**config.mk**
```make
export PLATFORM = sky130hd
export DESIGN_NAME = div_32bit_seq
export DESIGN_NICKNAME = d
export VERILOG_FILES = /design/src/rtl/div_32bit_seq.sv
export SDC_FILE = /design/constraint.sdc
export NUM_CORES = 1
export LEC_CHECK = 0
export CORE_MARGIN = 8
export CORE_UTILIZATION = 63
export CTS_CLUSTER_DIAMETER = 100
export DETAILED_ROUTE_END_ITERATION = 10
export DONT_BUFFER_PORTS = 1
export HOLD_SLACK_MARGIN = 0.06
export PLACE_DENSITY = 0.84
export SKIP_LAST_GASP = 1
export SLEW_MARGIN = 25
export SYNTH_ARGS = -nofsm -noshare
export SYNTH_HDL_FRONTEND = slang
export SYNTH_SLANG_ARGS = --single-unit
export TNS_END_PERCENT = 5
```
**constraint.sdc**
```tcl
create_clock -name clock -period 8.4 [get_ports clock]
set_clock_uncertainty 0.05 [all_clocks]
set_input_delay 1.26 -clock clock [delete_from_list [all_inputs] [get_ports clock]]
set_output_delay 1.26 -clock clock [all_outputs]
set_load 0.05 [all_outputs]
```
**src/rtl/div_32bit_seq.sv**
```systemverilog
// Sequential unsigned restoring divider: one quotient bit per clock, start/busy/done handshake.
// Results and div_by_zero hold until the next accepted start.
module div_32bit_seq #(
  parameter int unsigned WIDTH = 32
) (
  input  logic             clock,
  input  logic             reset,
  input  logic             start,
  input  logic [WIDTH-1:0] value1,
  input  logic [WIDTH-1:0] value2,
  output logic             busy,
  output logic             done,
  output logic [WIDTH-1:0] quotient,
  output logic [WIDTH-1:0] remainder,
  output logic             div_by_zero
);

  localparam int unsigned CW = $clog2(WIDTH);
  localparam logic [CW-1:0] LastCount = CW'(WIDTH - 1);

  typedef enum logic [1:0] {StIdle, StCalc, StDone} state_t;

  state_t           state;
  logic [WIDTH:0]   rem;
  logic [WIDTH-1:0] quo;
  logic [WIDTH-1:0] divisor;
  logic [CW-1:0]    count;

  logic [WIDTH:0]   rem_shift;
  logic [WIDTH:0]   trial;
  logic [WIDTH:0]   rem_next;
  logic [WIDTH-1:0] quo_next;

  // One restoring step; trial[WIDTH] set means the subtraction went negative.
  always_comb begin
    rem_shift = {rem[WIDTH-1:0], quo[WIDTH-1]};
    trial     = rem_shift - {1'b0, divisor};
    rem_next  = rem_shift;
    quo_next  = {quo[WIDTH-2:0], 1'b0};
    if (!trial[WIDTH]) begin
      rem_next = trial;
      quo_next = {quo[WIDTH-2:0], 1'b1};
    end
  end

  always_ff @(posedge clock) begin
    if (reset) begin
      state       <= StIdle;
      busy        <= 1'b0;
      done        <= 1'b0;
      quotient    <= '0;
      remainder   <= '0;
      div_by_zero <= 1'b0;
      rem         <= '0;
      quo         <= '0;
      divisor     <= '0;
      count       <= '0;
    end else begin
      done <= 1'b0;
      unique case (state)
        StIdle: begin
          if (start) begin
            busy <= 1'b1;
            if (value2 == '0) begin
              state       <= StDone;
              done        <= 1'b1;
              quotient    <= '1;
              remainder   <= value1;
              div_by_zero <= 1'b1;
            end else begin
              state       <= StCalc;
              quo         <= value1;
              divisor     <= value2;
              rem         <= '0;
              div_by_zero <= 1'b0;
              count       <= '0;
            end
          end
        end
        StCalc: begin
          rem   <= rem_next;
          quo   <= quo_next;
          count <= count + 1'b1;
          // Outputs only change once the last quotient bit is known.
          if (count == LastCount) begin
            state     <= StDone;
            done      <= 1'b1;
            quotient  <= quo_next;
            remainder <= rem_next[WIDTH-1:0];
          end
        end
        StDone: begin
          state <= StIdle;
          busy  <= 1'b0;
        end
        default: state <= StIdle;
      endcase
    end
  end

endmodule
```
==> out/metrics.csv, run 1 <==
stage;metric;value;unit
power_and_ir_drop;Switching Fraction;0.427;
synth;Post-synth EDFFs;0;
power_and_ir_drop;Comb power frac;0.599;
synth;mux cell area share after synthesis;0.0383;
timing;Relative slew margins;0.340;
routing;drt first pass iters;6;
layout;# diodes;0;
floorplanning;Die Ht;134;µm
synth;post-synthesis cell area;8820;µm²
timing;Worst Setup Slack, final;4.21;ns
synth;Synth Area in Simple Gates;0.228;
layout;layout overhead on the synthesized area;6.73;%
placement;IO Port Bufs;0;
placement;area post-placement;8810;µm²
worst_setup_path;critical path arrival;4.47;ns
routing;drt drc;0;
clock_network;CTS Hold Bufs;0;
power_and_ir_drop;Power Dens Cells;476;nW/µm²
synth;Post-Synth Adder-Cell Area;0.0505;
clock_network;# resized after CTS;0;
synth;register area share after synthesis;0.386;
worst_setup_path;Worst Path Max Fanout;29;
timing;Worst-Margin Slew;0.990;ns
power_and_ir_drop;Clk pwr share;0.182;
timing;# setup viols final;0;
routing;detailed router's first-iteration violation count;704;
floorplanning;row count;43;
layout;share of layout cells above drive strength 1;0.0853;
synth;YS warnings;0;
clock_network;Longest Clk Path Bufs;2;
synth;cells taking the most area after synthesis;dfxtp_1 (39%), nand2_1 (8.9%), a21oi_1 (5.3%), nor2_1 (5.0%), ha_1 (4.8%);
timing;Final Max Slew Viols;0;
floorplanning;Die Area;18000;µm²
timing;Final Hold Vio Count;0;
synth;largest family of logic cells by synthesized area;simple AND/OR/NAND/NOR gates;
floorplanning;die span in x;134;µm
synth;ys flop type;dfxtp_1;
placement;hpwl dp;16.6;mm
flow_run;Max Cap Viol;0;
power_and_ir_drop;sequential power share;0.219;
layout;Finished Core Util;0.683;
worst_setup_path;Setup CP Type;flop to flop;
clock_network;H-tree Lvls;4;
global_routing;vias in the first global route;7046;
clock_network;cts bufs inserted;17;
routing;vias;7850;
synth;post-synthesis cell type count;63;
synth;synthesized net count;1215;
clock_network;Setup Buffers After CTS;0;
floorplanning;core area;13800;µm²
synth;Post-Synth XOR/XNOR Area;0.0278;
clock_network;Num Clock Sinks;170;
power_and_ir_drop;maximum vdd drop;0.000410;V
clock_network;Clock transition at path regs;0.06;ns
global_routing;Tot GR Track Use;0.256;
worst_hold_path;Hold Path Class;flop to flop;
placement;GPL Wtd Cong;0.930;
routing;routed len/inst;19.0;µm
global_routing;gr ovfl total;0;
routing;Detail Route Antenna Nets;0;
synth;Yosys top cell by area;dfxtp_1;
timing;fmax;239;MHz
global_routing;initial antenna violation count;0;
synth;ys async rst share;0;
synth;post-synthesis average cell area;7.92;µm²
synth;compound-gate portion of the synthesized area;0.210;
global_routing;largest net degree at the start of global routing;162;
synth;Post-Syn Instances;1113;
timing;setup TNS;0;ns
power_and_ir_drop;Leak Pwr;0.00348;µW
floorplanning;initial core utilization;0.640;
clock_network;clk_lat worst skew;0.43;ns
timing;crit path time final;4.19;ns
run_status;status;complete, no violations;
worst_setup_path;critical path required time;8.68;ns
layout;fin nets;1168;
clock_network;TritonCTS clock tree;built;
global_routing;first-pass GRT wire length;37.5;mm
routing;Vias/cell;6.24;
power_and_ir_drop;Internal;2570;µW
power_and_ir_drop;Sw Pwr;1910;µW
worst_setup_path;Worst setup EP type;flop;
layout;final instance area;9410;µm²
synth;Synth Register Bits;170;
timing;unrepaired setup endpoints after global routing;no;
synth;top-area cell type share of the netlist area;0.386;
floorplanning;# IOs;134;
worst_setup_path;crit start category;flop;
routing;Routed WL;23.9;mm
clock_network;CTS Root Cell;clkbuf_16;
placement;pre-CTS setup slack;4.23;ns
timing;fin crit share;0.499;
-- metrics by stage --
step / cells / hold slack, ns / power (µW)
6_report: 1258 / 0.404 / 4480
4_1_cts: 1258 / 0.401 / 4430
2_1_floorplan: 1113 / 0.386 / 3290
3_3_place_gp: 1227 / 0.389 / 3570
5_1_grt: 1258 / 0.418 / 4740
3_5_place_dp: 1227 / 0.392 / 3610
-- worst paths after layout --
check	start	endpoint	slack, ns	depth (start not counted)
worst max-delay path	quo[31]$_SDFFE_PP0P_	remainder[30]$_SDFFE_PP0P_	4.21	13
worst min-delay path	divisor[24]$_SDFFE_PP0P_	divisor[24]$_SDFFE_PP0P_	0.40	2
worst max register to register	quo[31]$_SDFFE_PP0P_	remainder[30]$_SDFFE_PP0P_	4.21	13
worst min register to register	divisor[24]$_SDFFE_PP0P_	divisor[24]$_SDFFE_PP0P_	0.40	2
-- sequential cells by signal (all words and copies together) (netlist names) --
signal and cells:
quo 32, state 2, divisor 32, div_by_zero 1
done 1, remainder 32, rem 32, quotient 32
busy 1, count 5
-- placed cells by master (no fill, tap or decap), types with 6 or more instances in the layout --
| cell type | n |
|---|---|
| nor3_1 | 74 |
| mux2i_1 | 9 |
| nor2_1 | 117 |
| inv_1 | 50 |
| a311oi_1 | 38 |
| o211ai_1 | 7 |
| buf_4 | 8 |
| nand2b_1 | 7 |
| nor4_1 | 12 |
| xor2_1 | 12 |
| a31oi_1 | 10 |
| nand4_1 | 6 |
| nand2_1 | 209 |
| xnor2_1 | 16 |
| o21ai_0 | 31 |
| a311oi_2 | 13 |
| and3_1 | 6 |
| mux2_1 | 9 |
| nand2_2 | 10 |
| ha_1 | 34 |
| a21o_1 | 10 |
| o21a_1 | 9 |
| a21oi_1 | 91 |
| mux2_4 | 9 |
| nor2b_1 | 7 |
| clkbuf_16 | 17 |
| dfxtp_1 | 170 |
| o21ai_1 | 7 |
-- metal layers --
metal  GRT usage  up-vias  share of wire
met5           0        -              0
met3      0.0639       25          0.098
met2       0.385      325           0.44
li1            -     3802              -
met4      0.0699        0          0.013
met1       0.356     3698           0.44
-- power groups by stage --
stage	Sequential [µW]	Combinational, µW	Clock, µW
finish	983	2680	815
floorplan	967	2330	0
global placement	995	2570	0
detailed placement	997	2620	0
CTS	980	2640	815
global route	992	2900	849
-- final cells by class --
| type | instances | area (µm²) |
|---|---|---|
| sequential | 170 | 3400 |
| fill | 1172 | 4360 |
| clock buffer | 22 | 464 |
| tap | 180 | 225 |
| clock inverter | 9 | 138 |
| multi-input combinational | 819 | 4930 |
| timing repair buffer | 8 | 60.1 |
| inverter | 50 | 188 |
-- logic make-up after synthesis --
kind of cell	count (synthesis)
xor+xnor	28
simple gates	467
compound gates	261
buf+inv	124
fa+ha+maj	35
mux	28
flops	170
-- Yosys cell counts (all sizes together), types with 5 or more instances --
cell	n
nor4	13
xnor2	16
clkbuf	58
nor2b	7
a311oi	51
nand2b	8
xor2	12
o21a	9
a21oi	96
and3	6
mux2i	9
nor2	119
mux2	19
nand2	219
nor3	75
buf	16
nand4	6
inv	50
dfxtp	170
o2111ai	6
o211ai	7
nand3	5
ha	34
a21o	11
a31oi	10
o21ai	40
a211oi	6
-- worst max-delay path, cell delays in order (launching register included) --
cell       delay (ns)
dfxtp_1          0.36
inv_1            0.05
ha_1             0.22
fa_1             0.42
nand2b_1         0.22
a21oi_2          0.25
o2111ai_2        0.23
a21oi_4          0.23
nor2_2           0.07
o311ai_4         0.82
buf_4            0.52
mux2i_1          0.24
nand2_1          0.09
a311oi_1         0.33
No activity file was read; power rests on OpenSTA's default activity.
==> run 2, diff against run 1 <==
--- a/config.mk
+++ b/config.mk
@@ -6,12 +6,12 @@
 export NUM_CORES = 1
 export LEC_CHECK = 0
 export CORE_MARGIN = 8
-export CORE_UTILIZATION = 63
+export CORE_UTILIZATION = 58
 export CTS_CLUSTER_DIAMETER = 100
 export DETAILED_ROUTE_END_ITERATION = 10
 export DONT_BUFFER_PORTS = 1
 export HOLD_SLACK_MARGIN = 0.06
-export PLACE_DENSITY = 0.84
+export PLACE_DENSITY = 0.81
 export SKIP_LAST_GASP = 1
 export SLEW_MARGIN = 25
 export SYNTH_ARGS = -nofsm -noshare
==> constraint.sdc (replaced) <==
create_clock -name clock -period 3.5 [get_ports clock]
set_clock_uncertainty 0.05 [all_clocks]
set_input_delay 0.525 -clock clock [delete_from_list [all_inputs] [get_ports clock]]
set_output_delay 0.525 -clock clock [all_outputs]
set_load 0.05 [all_outputs]
==> run 2 against run 1 <==
Compared with the run above: clock power up 110%; sequential share of layout area down 0.18 points; combinational power rose to 2.6 times the previous value; sequential power up 140%; critical path type unchanged.
==> out/metrics.csv, run 2 (synthesis results as in run 1) <==
stage;metric;value;unit
timing;crit path time final;3.40;ns
clock_network;Longest Clk Path Bufs;2;
clock_network;cts bufs inserted;17;
worst_setup_path;critical path required time;3.74;ns
global_routing;initial antenna violation count;0;
power_and_ir_drop;Leak Pwr;0.00349;µW
worst_setup_path;crit start category;flop;
floorplanning;row count;45;
floorplanning;# IOs;134;
layout;layout overhead on the synthesized area;7.26;%
routing;drt drc;0;
power_and_ir_drop;Sw Pwr;4830;µW
global_routing;gr ovfl total;0;
global_routing;largest net degree at the start of global routing;162;
routing;Detail Route Antenna Nets;0;
routing;routed len/inst;18.7;µm
routing;drt first pass iters;5;
clock_network;clk_lat worst skew;0.43;ns
worst_setup_path;worst r2r src;quo[31]$_SDFFE_PP0P_;
layout;commonest cells after routing, fill and taps aside;nand2_1 (209), dfxtp_1 (170), nor2_1 (117), a21oi_1 (91), nor3_1 (74);
power_and_ir_drop;maximum vdd drop;0.00107;V
global_routing;met3 usage;0.0845;
layout;FILL cells;1343;
worst_setup_path;Worst setup EP type;flop;
layout;# diodes;0;
placement;Cells after DPL;1241;
routing;Routed WL;23.8;mm
floorplanning;core area;15000;µm²
global_routing;met2 GRT Util;0.358;
worst_setup_path;Worst Path Max Fanout;12;
timing;fmax;294;MHz
clock_network;CTS Root Cell;clkbuf_16;
floorplanning;die span in x;139;µm
global_routing;vias in the first global route;7085;
run_status;status;complete, no violations;
power_and_ir_drop;Clk pwr share;0.155;
timing;Relative slew margins;0.429;
clock_network;H-tree Lvls;4;
power_and_ir_drop;Comb power frac;0.632;
routing;Vias/cell;6.14;
layout;fin nets;1178;
worst_setup_path;Register-to-Register Path Depth;14;
power_and_ir_drop;PnR Total Power;11100;µW
clock_network;TritonCTS clock tree;built;
floorplanning;initial core utilization;0.587;
layout;final cell count without fillers;1273;
worst_hold_path;Hold Path End;quo[12]$_SDFFE_PP0P_;
layout;share of layout cells above drive strength 1;0.0903;
placement;hpwl dp;17.1;mm
clock_network;Clock transition at path regs;0.06;ns
routing;vias;7810;
timing;unrepaired setup endpoints after global routing;yes;
power_and_ir_drop;Switching Fraction;0.434;
global_routing;first-pass GRT wire length;37.2;mm
worst_setup_path;Setup CP Type;flop to flop;
timing;setup TNS;0;ns
global_routing;met1 Track Usage GR;0.309;
routing;detailed router's first-iteration violation count;721;
worst_setup_path;R2R Path End;remainder[3]$_SDFFE_PP0P_;
timing;# setup viols final;0;
worst_hold_path;Hold Path Class;input port to flop;
power_and_ir_drop;sequential power share;0.213;
timing;Final Max Slew Viols;0;
floorplanning;Die Area;19400;µm²
placement;GPL Wtd Cong;0.946;
timing;Worst-Margin Slew;0.857;ns
worst_setup_path;critical path arrival;3.64;ns
power_and_ir_drop;Power Dens Cells;1180;nW/µm²
clock_network;Num Clock Sinks;170;
timing;fin crit share;0.970;
worst_hold_path;Worst Hold Depth;1;
placement;IO Port Bufs;0;
worst_hold_path;hold path start;reset;
power_and_ir_drop;Internal;6310;µW
layout;footprint of the multi-input gates;4940;µm²
timing;Final Hold Vio Count;0;
global_routing;Tot GR Track Use;0.235;
layout;most common cell after layout, fill and taps aside;nand2_1;
flow_run;Max Cap Viol;0;
floorplanning;Die Ht;139;µm
worst_setup_path;worst reg2reg setup slack;0.10;ns
layout;Sequential Area;3400;µm²
global_routing;GR peak layer;met2;
==> run 2: through the flow <==
step	utilization	hold slack (ns)	area (µm²)	worst slack [ns]
after floorplan	-	0.386	8820	0.539
after global placement	0.591	0.389	8890	0.271
after detailed placement	0.591	0.392	8890	0.187
after CTS	0.626	0.115	9410	0.115
after global routing	0.629	0.102	9460	-0.0283
final	0.629	0.121	9460	0.104
==> run 2: cell type report <==
cell class / instances / share of cell area
Timing Repair Buffer: 18 / 0.0183
Clock inverter: 7 / 0.00754
Tap cell: 188 / 0.0249
Multi-Input combinational cell: 819 / 0.522
Clock buffer: 21 / 0.0476
Inverter: 50 / 0.0198
Sequential cell: 170 / 0.360
==> run 2: repair_timing <==
item	CTS	global route
hold buffers	0	0
endpoints found under the setup margin	0	11
buffers inserted	0	2
endpoints found under the hold margin	0	0
resized for setup	0	1
==> run 2: worst max path at each step <==
stage,slack (ns),from,depth (start not counted),endpoint
after floorplan,0.54,quo[31]$_SDFFE_PP0P_,13,remainder[19]$_SDFFE_PP0P_
after global placement,0.27,quo[31]$_SDFFE_PP0P_,13,remainder[23]$_SDFFE_PP0P_
after detailed placement,0.19,quo[31]$_SDFFE_PP0P_,13,remainder[23]$_SDFFE_PP0P_
after CTS,0.11,quo[31]$_SDFFE_PP0P_,13,remainder[10]$_SDFFE_PP0P_
after global routing,-0.03,quo[31]$_SDFFE_PP0P_,14,remainder[12]$_SDFFE_PP0P_
final,0.10,quo[31]$_SDFFE_PP0P_,14,remainder[3]$_SDFFE_PP0P_
==> run 2: per-layer routing <==
metal / vias to the layer above / part of all wire
met5: - / 0
met2: 315 / 0.44
li1: 3825 / -
met1: 3636 / 0.43
met4: 0 / 0.016
met3: 34 / 0.11
==> run 2: critical path, cell delays in order, from the launching register on <==
cell and delay [ns]:
dfxtp_1 0.34, inv_1 0.05, ha_1 0.22, fa_1 0.42, nand2b_1 0.20, a21oi_2 0.23, o2111ai_2 0.24, a21oi_4 0.24
nor2_2 0.07, o311ai_4 0.29, buf_4 0.19, buf_6 0.20, mux2_1 0.34, nand2_1 0.09, a31oi_1 0.08
==> run 2: power groups by stage <==
stage               combinational [µW]  sequential, µW  clock, µW
finish                            7030            2380       1730
detailed placement                6430            2410          0
global route                      7550            2390       1810
global placement                  6320            2400          0
floorplan                         5580            2320          0
CTS                               6510            2370       1740
==> run 3, diff against run 2 <==
--- a/config.mk
+++ b/config.mk
@@ -5,13 +5,12 @@
 export SDC_FILE = /design/constraint.sdc
 export NUM_CORES = 1
 export LEC_CHECK = 0
-export CORE_MARGIN = 8
 export CORE_UTILIZATION = 58
 export CTS_CLUSTER_DIAMETER = 100
 export DETAILED_ROUTE_END_ITERATION = 10
 export DONT_BUFFER_PORTS = 1
 export HOLD_SLACK_MARGIN = 0.06
-export PLACE_DENSITY = 0.81
+export PLACE_DENSITY = 0.84
 export SKIP_LAST_GASP = 1
 export SLEW_MARGIN = 25
 export SYNTH_ARGS = -nofsm -noshare
==> run 3 against run 2 <==
Compared with the run above: the run now ends with design-rule violations left; die area fell by 19%; worst setup slack better by 0.090 ns; register-to-register slack improved by 0.09 ns; utilization increased by 2.5 points; maximum frequency is 2.7% higher; clock power rose by 15%; highest routed layer unchanged.
==> out/metrics.csv, run 3 (synthesis results as in run 1) <==
stage;metric;value;unit
run_status;failing checks;design-rule violations;
layout;layout overhead on the synthesized area;9.07;%
clock_network;TritonCTS clock tree;built;
global_routing;vias in the first global route;7737;
floorplanning;die span in x;125;µm
layout;fin nets;1182;
clock_network;clk_lat worst skew;0.43;ns
power_and_ir_drop;maximum vdd drop;0.000835;V
clock_network;Longest Clk Path Bufs;2;
timing;Final Max Slew Viols;0;
worst_setup_path;critical path required time;3.76;ns
global_routing;gr ovfl total;0;
placement;IO Port Bufs;0;
layout;most common cell after layout, fill and taps aside;nand2_1;
layout;share of layout cells above drive strength 1;0.0979;
worst_setup_path;Crit path top cell by count;a21oi_4;
floorplanning;core area;14700;µm²
floorplanning;initial core utilization;0.600;
routing;drt first pass iters;8;
clock_network;Num Clock Sinks;170;
routing;routed len/inst;18.6;µm
routing;Detail Route Antenna Nets;0;
routing;vias;7915;
floorplanning;# IOs;134;
placement;GPL Wtd Cong;0.949;
clock_network;H-tree Lvls;4;
worst_setup_path;CP delay by family, top;compound AO/OA/AOI/OAI gates;
worst_setup_path;Worst Path Max Fanout;12;
timing;crit path time final;3.31;ns
floorplanning;Die Ht;125;µm
worst_setup_path;critical path depth in cells;14;
global_routing;initial antenna violation count;0;
worst_setup_path;Worst path slowest cell;fa_1;
layout;commonest cells after routing, fill and taps aside;nand2_1 (209), dfxtp_1 (170), nor2_1 (117), a21oi_1 (91), nor3_1 (74);
clock_network;CTS Hold Bufs;0;
layout;final instance area;9620;µm²
placement;pre-CTS setup slack;0.156;ns
placement;hpwl dp;16.5;mm
routing;detailed router's first-iteration violation count;649;
clock_network;cts bufs inserted;17;
worst_setup_path;crit start category;flop;
clock_network;Clock transition at path regs;0.07;ns
layout;Sequential Area;3400;µm²
worst_setup_path;Register-to-Register Path Depth;14;
worst_setup_path;Worst setup EP type;flop;
timing;Worst Setup Slack, final;0.193;ns
timing;# setup viols final;0;
power_and_ir_drop;PnR Total Power;11600;µW
placement;area post-placement;8920;µm²
global_routing;Tot GR Track Use;0.303;
worst_setup_path;critical path arrival;3.57;ns
floorplanning;row count;44;
flow_run;Max Cap Viol;0;
worst_setup_path;Cell Chain, Critical Path;inv_1, ha_1, fa_1, nand2b_1, a21oi_4, o2111ai_2, a21oi_4, nor2_2, o311ai_4, buf_4, clkbuf_16, mux2_1, nand2_1, a31oi_1;
global_routing;largest net degree at the start of global routing;162;
global_routing;first-pass GRT wire length;37.8;mm
worst_setup_path;CP bufs+invs;3;
layout;footprint of the multi-input gates;4940;µm²
timing;unrepaired setup endpoints after global routing;no;
routing;Routed WL;23.8;mm
clock_network;CTS Root Cell;clkbuf_16;
timing;fmax;302;MHz
layout;# diodes;0;
routing;Vias/cell;6.20;
worst_setup_path;max incr delay on CP;0.40;ns
power_and_ir_drop;Leak Pwr;0.00357;µW
timing;Relative slew margins;0.408;
timing;Worst-Margin Slew;0.889;ns
timing;fin crit share;0.945;
timing;setup TNS;0;ns
worst_setup_path;Setup CP Type;flop to flop;
timing;Final Hold Vio Count;0;
routing;drt drc;8;
layout;FILL cells;1235;
layout;Finished Core Util;0.654;
run_status;status;finished, violations left;
worst_hold_path;Hold Path Class;input port to flop;
worst_hold_path;Worst Hold Depth;1;
power_and_ir_drop;Power Dens Cells;1200;nW/µm²
floorplanning;Die Area;15700;µm²
==> run 3: what timing repair did <==
| action | in CTS | in global routing |
|---|---|---|
| setup endpoints to repair | 0 | 18 |
| buffers inserted | 0 | 3 |
| gates resized for setup | 0 | 1 |
==> run 3: per-layer routing <==
metal	part of all wire	up-vias	global-route usage
met2	0.51	304	0.536
met3	0.073	66	0.0834
li1	-	3829	-
met1	0.39	3716	0.340
met5	0	-	0
met4	0.036	0	0.138
==> run 3: worst register-to-register path, cell delays in order (launching register included) <==
cell and delay, ns:
dfxtp_1 0.35, inv_1 0.05, ha_1 0.22, fa_1 0.40, nand2b_1 0.22, a21oi_4 0.20, o2111ai_2 0.24, a21oi_4 0.25
nor2_2 0.07, o311ai_4 0.23, buf_4 0.20, clkbuf_16 0.18, mux2_1 0.34, nand2_1 0.10, a31oi_1 0.08
==> run 3: final timing paths <==
check	startpoint	endpoint	slack, ns
worst max-delay path	quo[31]$_SDFFE_PP0P_	remainder[2]$_SDFFE_PP0P_	0.19
worst min-delay path	reset	divisor[1]$_SDFFE_PP0P_	0.11
worst max register to register	quo[31]$_SDFFE_PP0P_	remainder[2]$_SDFFE_PP0P_	0.19
worst min register to register	divisor[28]$_SDFFE_PP0P_	divisor[28]$_SDFFE_PP0P_	0.40
==> run 3: per-stage QoR <==
step           cells  hold slack, ns
6_report        1277           0.109
5_1_grt         1277           0.105
4_1_cts         1272           0.104
3_5_place_dp    1240           0.390
3_3_place_gp    1240           0.388
2_1_floorplan   1113           0.386
==> run 3: layout make-up <==
cell class,instances,area share
Clock inverter,11,0.0165
Multi-Input combinational cell,819,0.514
Inverter,50,0.0195
Timing Repair Buffer,22,0.0247
Tap cell,184,0.0239
Clock buffer,21,0.0479
Sequential cell,170,0.354
==> run 3: where the power goes <==
group | internal, µW | switching [µW]
Clock | 1170 | 815
Combinational | 3360 | 3820
Sequential | 2150 | 239
Total | 6690 | 4880
